<file path="src/rtl/logic_reduce_unit.sv">
// logic_reduce_unit: folds a burst of WIDTH-bit operand pairs through a selectable bitwise op into one registered result; define LOGIC_REDUCE_PASS_EN for zero-bubble back-to-back bursts
module logic_reduce_unit #(
  parameter int WIDTH     = 8,
  parameter int MAX_BEATS = 16
) (
  input  logic                           clk,
  input  logic                           rst,
  input  logic                           in_valid,
  output logic                           in_ready,
  input  logic [WIDTH-1:0]               in_a,
  input  logic [WIDTH-1:0]               in_b,
  input  logic                           in_last,
  input  logic [2:0]                     op,
  output logic                           out_valid,
  input  logic                           out_ready,
  output logic [WIDTH-1:0]               out_y,
  output logic                           out_bit,
  output logic [$clog2(MAX_BEATS+1)-1:0] out_count,
  output logic                           out_ovf
);
  localparam int CW = $clog2(MAX_BEATS + 1);
  localparam logic [1:0] IDLE  = 2'd0;
  localparam logic [1:0] ACCUM = 2'd1;
  localparam logic [1:0] HOLD  = 2'd2;
  localparam logic [1:0] B_AND = 2'd0;
  localparam logic [1:0] B_OR  = 2'd1;
  localparam logic [1:0] B_XOR = 2'd2;

  function automatic logic [1:0] base_of(input logic [2:0] o);
    return (o == 3'd1 || o == 3'd4) ? B_OR : (o == 3'd2 || o == 3'd5) ? B_XOR : B_AND;
  endfunction

  function automatic logic [WIDTH-1:0] apply(input logic [1:0] b, input logic [WIDTH-1:0] x, input logic [WIDTH-1:0] y);
    return b == B_OR ? (x | y) : b == B_XOR ? (x ^ y) : (x & y);
  endfunction

  logic [1:0]       state_q, state_d;
  logic [2:0]       op_q, op_d;
  logic [WIDTH-1:0] acc_q, acc_d;
  logic [CW-1:0]    cnt_q, cnt_d;
  logic [WIDTH-1:0] out_y_q, out_y_d;
  logic             out_bit_q, out_bit_d;
  logic [CW-1:0]    out_count_q, out_count_d;
  logic             out_ovf_q, out_ovf_d;
  logic             accept, start, full, done, inv;
  logic [1:0]       base;
  logic [WIDTH-1:0] ab, acc_n, y_n;
  logic [CW-1:0]    cnt_n;

`ifdef LOGIC_REDUCE_PASS_EN
  assign in_ready = !rst && (state_q != HOLD || out_ready);
`else
  assign in_ready = !rst && state_q != HOLD;
`endif
  assign out_valid = state_q == HOLD;
  assign out_y     = out_y_q;
  assign out_bit   = out_bit_q;
  assign out_count = out_count_q;
  assign out_ovf   = out_ovf_q;

  // fold the accepted beat into the accumulator and decide burst end / next state
  always_comb begin
    accept      = in_valid && in_ready;
    start       = accept && state_q != ACCUM;
    op_d        = start ? op : op_q;
    base        = base_of(op_d);
    inv         = op_d == 3'd3 || op_d == 3'd4 || op_d == 3'd5;
    ab          = apply(base, in_a, in_b);
    acc_n       = start ? ab : apply(base, acc_q, ab);
    cnt_n       = start ? CW'(1) : cnt_q + CW'(1);
    full        = cnt_n == CW'(MAX_BEATS);
    done        = accept && (in_last || full);
    y_n         = inv ? ~acc_n : acc_n;
    acc_d       = accept ? acc_n : acc_q;
    cnt_d       = accept ? cnt_n : cnt_q;
    state_d     = accept ? (done ? HOLD : ACCUM) : (state_q == HOLD && out_ready) ? IDLE : state_q;
    out_y_d     = done ? y_n : out_y_q;
    out_bit_d   = done ? (base == B_OR ? |y_n : base == B_XOR ? ^y_n : &y_n) : out_bit_q;
    out_count_d = done ? cnt_n : out_count_q;
    out_ovf_d   = done ? (full && !in_last) : out_ovf_q;
  end

  // state, burst accumulator and held result registers
  always_ff @(posedge clk or posedge rst) begin
    if (rst) begin
      state_q     <= IDLE;
      op_q        <= '0;
      acc_q       <= '0;
      cnt_q       <= '0;
      out_y_q     <= '0;
      out_bit_q   <= 1'b0;
      out_count_q <= '0;
      out_ovf_q   <= 1'b0;
    end else begin
      state_q     <= state_d;
      op_q        <= op_d;
      acc_q       <= acc_d;
      cnt_q       <= cnt_d;
      out_y_q     <= out_y_d;
      out_bit_q   <= out_bit_d;
      out_count_q <= out_count_d;
      out_ovf_q   <= out_ovf_d;
    end
  end
endmodule

</file>
<file path="config.mk">
export PLATFORM = sky130hd
export DESIGN_NAME = logic_reduce_unit
export DESIGN_NICKNAME = d
export VERILOG_FILES = /design/src/rtl/logic_reduce_unit.sv
export SDC_FILE = /design/constraint.sdc
export NUM_CORES = 1
export LEC_CHECK = 0
export CAP_MARGIN = 20
export CORE_AREA = 2 2 86 88
export DETAILED_ROUTE_END_ITERATION = 12
export DIE_AREA = 0 0 88 90
export HOLD_SLACK_MARGIN = 0.08
export PLACE_DENSITY = 0.66
export SLEW_MARGIN = 10
export SYNTH_ARGS = -nofsm -noshare
export SYNTH_HDL_FRONTEND = slang
export SYNTH_SLANG_ARGS = --single-unit
</file>
<file path="constraint.sdc">
create_clock -name clk -period 5.2 [get_ports clk]
set_input_delay 1.04 -clock clk [delete_from_list [all_inputs] [get_ports clk]]
set_output_delay 1.04 -clock clk [all_outputs]
set_load 0.01 [all_outputs]
</file>
# After elaboration in Yosys (flattened, before gate mapping)
# Index checks and enable logic that the tools add are counted.
# word_totals
register_bits	33
in_bits	24
output_inout_bits	17
wordCells	59
# classes
n_addsub	1
n_eq_ne	11
mux	15
bitwise_logic	7
reduce_logical	17
# ops
operator	count
8-bit two-way mux	6
8-bit AND	2
8-bit OR	2
8-bit bitwise XOR	2
2-bit two-way mux	5
8-bit NOT	1
8-bit AND reduction	1
8-bit OR reduction	1
8-bit parity	1
3-bit by 2-bit == test with 1-bit output (second input constant)	2
3-bit == test (second input constant)	2
1-bit logical AND	6
5-bit by 1-bit adder with 5-bit output (second input constant)	1
5-bit == test (second input constant)	1
1-bit logical OR	5
5-bit two-way mux	1
2-bit == test (second input constant)	2
3-bit by 1-bit == test with 1-bit output (second input constant)	1
3-bit two-way mux	1
2-bit by 1-bit == test with 1-bit output (second input constant)	1
1-bit logical NOT	2
1-bit two-way mux	2
2-bit by 1-bit != test with 1-bit output (second input constant)	1
2-bit != test (second input constant)	1
2-bit nonzero test	1

# Logic depth before layout (Yosys ltp)
# depth
word_depth	21
depth_mapped	20
depth_no_buf	20

# Worst setup path before layout
# OpenSTA, ideal clock, no wires.
# synth_path
path_kind	input to register
startpoint	in in_valid
endpoint	reg out_bit_q, in the netlist out_bit
setup_time_ns	0.129
arrival_time_ns	4.487
required_time_ns	5.071
path_slack_ns	0.584
cell_stages	20
n_path_buf	1
cell_sequence	nor2b_1 -> clkbuf_1 -> nand2_2 -> o21ai_1 -> o22ai_1 -> a21oi_1 -> inv_1 -> ha_1 -> nand2_1 -> o21ai_0 -> a211oi_1 -> a22oi_1 -> xor2_1 -> ha_1 -> xnor2_1 -> xnor2_1 -> a2111oi_0 -> o21ai_0 -> nand3_1 -> o41a_1
# synth_via
elab_chain_cells	19
elab_cells_between_ends	35
cone_classes	eq/ne (8); mux (12); bitwise (4); reduce/logical (11)
# synth_lines
item	line_no	text
start: declaration	8	input logic in_valid,
1-bit logical AND *	63	accept = in_valid && in_ready;
1-bit logical AND	64	start = accept && state_q != ACCUM;
3-bit two-way mux	65	op_d = start ? op : op_q;
3-bit by 2-bit == test with 1-bit output / 3-bit == test (equally long branches)	30, 67	
1-bit logical OR	30	return (o == 3'd1 || o == 3'd4) ? B_OR : (o == 3'd2 || o == 3'd5) ? B_XOR : B_AND;
2-bit two-way mux (2 in a row)	30	
2-bit == test	34, 78	
8-bit two-way mux (2 in a row)	34	return b == B_OR ? (x | y) : b == B_XOR ? (x ^ y) : (x & y);
8-bit AND / 8-bit bitwise XOR (equally long branches)	34	
8-bit two-way mux (2 in a row)	34	
8-bit two-way mux	69	acc_n = start ? ab : apply(base, acc_q, ab);
8-bit NOT	73	y_n = inv ? ~acc_n : acc_n;
8-bit two-way mux	73	
8-bit AND reduction / 8-bit parity (equally long branches)	78	out_bit_d = done ? (base == B_OR ? |y_n : base == B_XOR ? ^y_n : &y_n) : out_bit_q;
1-bit two-way mux (2 in a row)	78	
end signal: assignment	100	out_bit_q <= out_bit_d;
end: declaration	42	logic out_bit_q, out_bit_d;
# Mark *: on every way between the ends. The rest lies on a longest branch, timed or not.
# A chain may end at the register's enable or synchronous reset.

# Worst setup path in the final report
# Same ends and word-level chain as after synthesis.

==> key figures <==
Status
  – Outcome: completed

Timing
  – Least-Margin Pin Slew: 775 ps
  – Clock tree skew after final layout: 6.35 ps
  – Slew headroom: 48.3%
  – Final setup viols: 0
  – Final hold slack: 468 ps
  – Tcrit/Tclk final: 96.8%
  – Post-layout min period: 5030 ps
  – Final setup slack of the worst path: 168 ps
  – Top achievable clock speed: 199 MHz
  – Final Hold Violating Endpoints: 0
  – Max-slew violation count: 0
  – Fin Setup TNS: 0 ps

Yosys
  – Dominant combinational cell family by area after synthesis: compound AO/OA/AOI/OAI gates
  – Post-synthesis cell area: 3050 um2
  – Mux share of post-synthesis cell area: 2.13%
  – Avg Synthesized Cell Area: 8.54 um2
  – Synthesized-area fraction occupied by adder cells: 16.4%
  – Xor and xnor fraction of the mapped netlist area: 7.10%
  – Post-synthesis simple-gate area fraction: 16.1%
  – Count of state elements after synthesis: 33
  – Library cell with the largest summed area after synthesis: sky130_fd_sc_hd__dfrtp_1
  – Number of flops mapped to enable cells by yosys: 0
  – Cell count after synthesis: 357
  – Sequential share of the synthesized area: 27.1%
  – Count of cell types in the netlist: 57
  – Post-synthesis compound-gate area fraction: 24.3%
  – Most instantiated flip-flop cell in the synthesis netlist: sky130_fd_sc_hd__dfrtp_1
  – Synth Warn #: 0
  – Fraction of synthesis flops using an asynchronous set or reset pin: 100%
  – Top cells by area in the synthesized netlist: sky130_fd_sc_hd__dfrtp_1 (27%), sky130_fd_sc_hd__ha_1 (16%), sky130_fd_sc_hd__inv_1 (4.9%)
  – Net count after synthesis: 421
  – Area share of the largest cell type after synthesis: 27.1%

Worst hold path
  – Class of the most critical hold timing path: flip-flop to flip-flop
  – WHS Path Cells: 2

Worst setup path
  – Critical path depth: 21
  – Worst setup EP type: flip-flop
  – Slack of the worst reg-to-reg path: 710 ps
  – Category of the worst setup path launch point: input port
  – Critical path, cell by cell: clkdlybuf4s50_1, nor2b_1, buf_4, nand2_2, o211a_2, a21oi_1, o21a_1, inv_1, ha_1, nor3_1, o21ai_1, nand4_1, o41ai_2, xnor2_1, ha_1, xnor2_2, xnor2_1, a2111oi_2, o21ai_1, nand3_1, o41a_1
  – Worst Path Required: 5360 ps
  – Startpoint-to-endpoint class of the critical path: input port to flip-flop
  – Library cell contributing the largest single delay on the critical path: sky130_fd_sc_hd__clkdlybuf4s50_1
  – Count of buffering cells on the critical path with inverters included: 3
  – CP peak stage delay: 490 ps
  – Peak fanout along the critical path: 7
  – Crit path arrival time: 5200 ps
  – Family with the most delay on the worst path: compound AO/OA/AOI/OAI gates
  – Number of cells on the worst reg-to-reg path: 19

Placed design
  – Routability Congestion: 0.860
  – Number of I/O port buffers: 40
  – Post-Place Setup Slack: -162 ps
  – HPWL after detailed placement: 6.06 mm
  – Placed Instance Area: 3740 um2

Pwr
  – Total leakage power: 1.81 nW
  – Power Total: 2.97 mW
  – Power density over the cells: 768 nW/um2
  – Maximum resistive drop on vdd: 0.466 mV

CTS
  – CTS tree: done
  – Number of CTS-inserted buffers: 5
  – Deepest level of the CTS H-tree: 2
  – Worst-path clk slew: 70 ps
  – Clock tree root driver cell: sky130_fd_sc_hd__clkbuf_8
  – Number of sinks handled by clock tree synthesis: 33
  – Largest buffer count on any clock path: 2
  – Clk Latency, worst-skew pair: 280 ps
  – Hold buffer count at CTS: 0

Finish
  – P&R area growth vs syn: 26.7%
  – Antenna diode count: 0
  – Post-route cell area: 3860 um2
  – Fill cell total of the finished layout: 663
  – Net count, final: 483
  – Fraction of final layout cells with drive strength greater than 1: 14.5%

GRT
  – Grt ovf: 0
  – Vias in the first global route: 2699
  – Total global-route track usage: 20.4%
  – Largest net degree at the start of global routing: 25
  – Initial antenna violation count: 0
  – Global-route wire length before repair: 12.9 mm

Drt
  – ANT nets after route: 0
  – Length of the first detailed-routing pass in iterations: 4
  – Total detailed-routing wirelength: 8.16 mm
  – Drt first-iter violations: 169
  – Average routed wire per standard cell: 15.7 um
  – Via-to-Cell Ratio: 5.41
  – Via Count: 2809
  – Total DRC errors in the routed layout: 0

Floorplanning
  – Overall die height: 90 um
  – Die boundary width: 88 um
  – Total Die Area: 7920 um2
  – Initial cell density of the core: 43.5%
  – Core outline area: 7020 um2
  – Cell Rows: 31
  – Number of I/O pins: 41

Run
  – Max cap viols: 0
-- cell usage after synthesis, drive strengths merged, types with 3 or more instances --
library cell and instances:
ha 40, inv 40, o21ai 35, dfrtp 33, nand2 32, nor2 22, xnor2 13, clkbuf 12
nand3 12, xor2 10, a21oi 9, nor2b 8, o211ai 8, nand2b 7, o2111a 7, o2111ai 6
a221o 5, o221a 5, mux2 4, a211oi 3, a22oi 3, buf 3, nand3b 3, nand4 3
-- path summary, 6_finish.rpt --
kind                                           from                  endpoint
max                                        in_valid       out_bit$_DFFE_PP0P_
min                        out_count[4]$_DFFE_PP0P_  out_count[4]$_DFFE_PP0P_
max reg2reg                  state_q[0]$_DFFE_PP0P_       out_bit$_DFFE_PP0P_
min reg2reg                out_count[4]$_DFFE_PP0P_  out_count[4]$_DFFE_PP0P_
max in group asynchronous                       rst  out_count[1]$_DFFE_PP0P_
min in group asynchronous                       rst         op_q[0]$_DFF_PP0_
-- layout by cell type, fill, tap and decap left out, types with 6 or more instances in the layout --
cell type	instances
sky130_fd_sc_hd__o21ai_1	10
sky130_fd_sc_hd__buf_4	30
sky130_fd_sc_hd__dfrtp_1	33
sky130_fd_sc_hd__xnor2_1	10
sky130_fd_sc_hd__nor2_1	22
sky130_fd_sc_hd__o211ai_1	8
sky130_fd_sc_hd__nor2b_1	8
sky130_fd_sc_hd__o2111ai_1	6
sky130_fd_sc_hd__nand2b_1	6
sky130_fd_sc_hd__a21oi_1	9
sky130_fd_sc_hd__o21ai_0	24
sky130_fd_sc_hd__nand3_1	12
sky130_fd_sc_hd__xor2_1	9
sky130_fd_sc_hd__inv_1	40
sky130_fd_sc_hd__nand2_1	31
sky130_fd_sc_hd__clkdlybuf4s50_1	37
sky130_fd_sc_hd__ha_1	40
sky130_fd_sc_hd__o2111a_1	7
-- metal layers --
layer	up-vias	GRT usage [%]	wire length, um
li1	1401	-	-
met1	1310	28.3	3660
met2	91	32.6	3930
met3	7	2.85	485
met4	0	6.54	80
met5	-	0	0
-- power breakdown --
part | internal (mW) | total (mW) | leakage (nW) | switching (mW)
Combinational | 1.08 | 2.27 | 1.36 | 1.20
Clock | 0.0928 | 0.191 | 0.0450 | 0.0980
Sequential | 0.368 | 0.501 | 0.408 | 0.134
-- worst register-to-register path: stages, from the launching register on --
cell	delay [ps]
sky130_fd_sc_hd__dfrtp_1	490
sky130_fd_sc_hd__xnor2_2	440
sky130_fd_sc_hd__nand2_2	190
sky130_fd_sc_hd__o211a_2	310
sky130_fd_sc_hd__a21oi_1	120
sky130_fd_sc_hd__o21a_1	180
sky130_fd_sc_hd__inv_1	50
sky130_fd_sc_hd__ha_1	290
sky130_fd_sc_hd__nor3_1	140
sky130_fd_sc_hd__o21ai_1	80
sky130_fd_sc_hd__nand4_1	160
sky130_fd_sc_hd__o41ai_2	140
sky130_fd_sc_hd__xnor2_1	250
sky130_fd_sc_hd__ha_1	300
sky130_fd_sc_hd__xnor2_2	150
sky130_fd_sc_hd__xnor2_1	310
sky130_fd_sc_hd__a2111oi_2	110
sky130_fd_sc_hd__o21ai_1	190
sky130_fd_sc_hd__nand3_1	100
sky130_fd_sc_hd__o41a_1	370
-- state kept, by name, summed over array words and instances, names as in the netlist --
name	count
out_count	5
state_q	2
op_q	3
out_ovf	1
out_bit	1
acc_q	8
cnt_q	5
out_y	8
-- cell families after synthesis --
group                      after synthesis
muxes                                    6
and+or+nand+nor                        100
AOI/OAI and AO/OA                      100
DFF                                     33
buffers and inverters                   55
adders and majority gates               40
xor gates and xnor gates                23
-- per-stage QoR --
| step | cells | utilization, % |
|---|---|---|
| after floorplan | 357 | - |
| after global placement | 510 | 53.2 |
| after detailed placement | 510 | 53.2 |
| after CTS | 518 | 54.4 |
| after global routing | 519 | 55.0 |
| final | 519 | 55.0 |
-- layout make-up --
type	instances	area [um2]	share of cell area [%]
timing repair buffer	70	633	16.4
tap	99	124	3.21
multi-input combinational	269	2050	53.0
inverter	40	150	3.89
clock inverter	2	10.0	0.259
clock buffer	6	72.6	1.88
sequential	33	826	21.4
-- what timing repair did --
item	in CTS	in global routing
resized for setup	0	11
setup buffers	0	1
endpoints found under the setup margin	0	1
No activity file was read; power rests on OpenSTA's default activity.
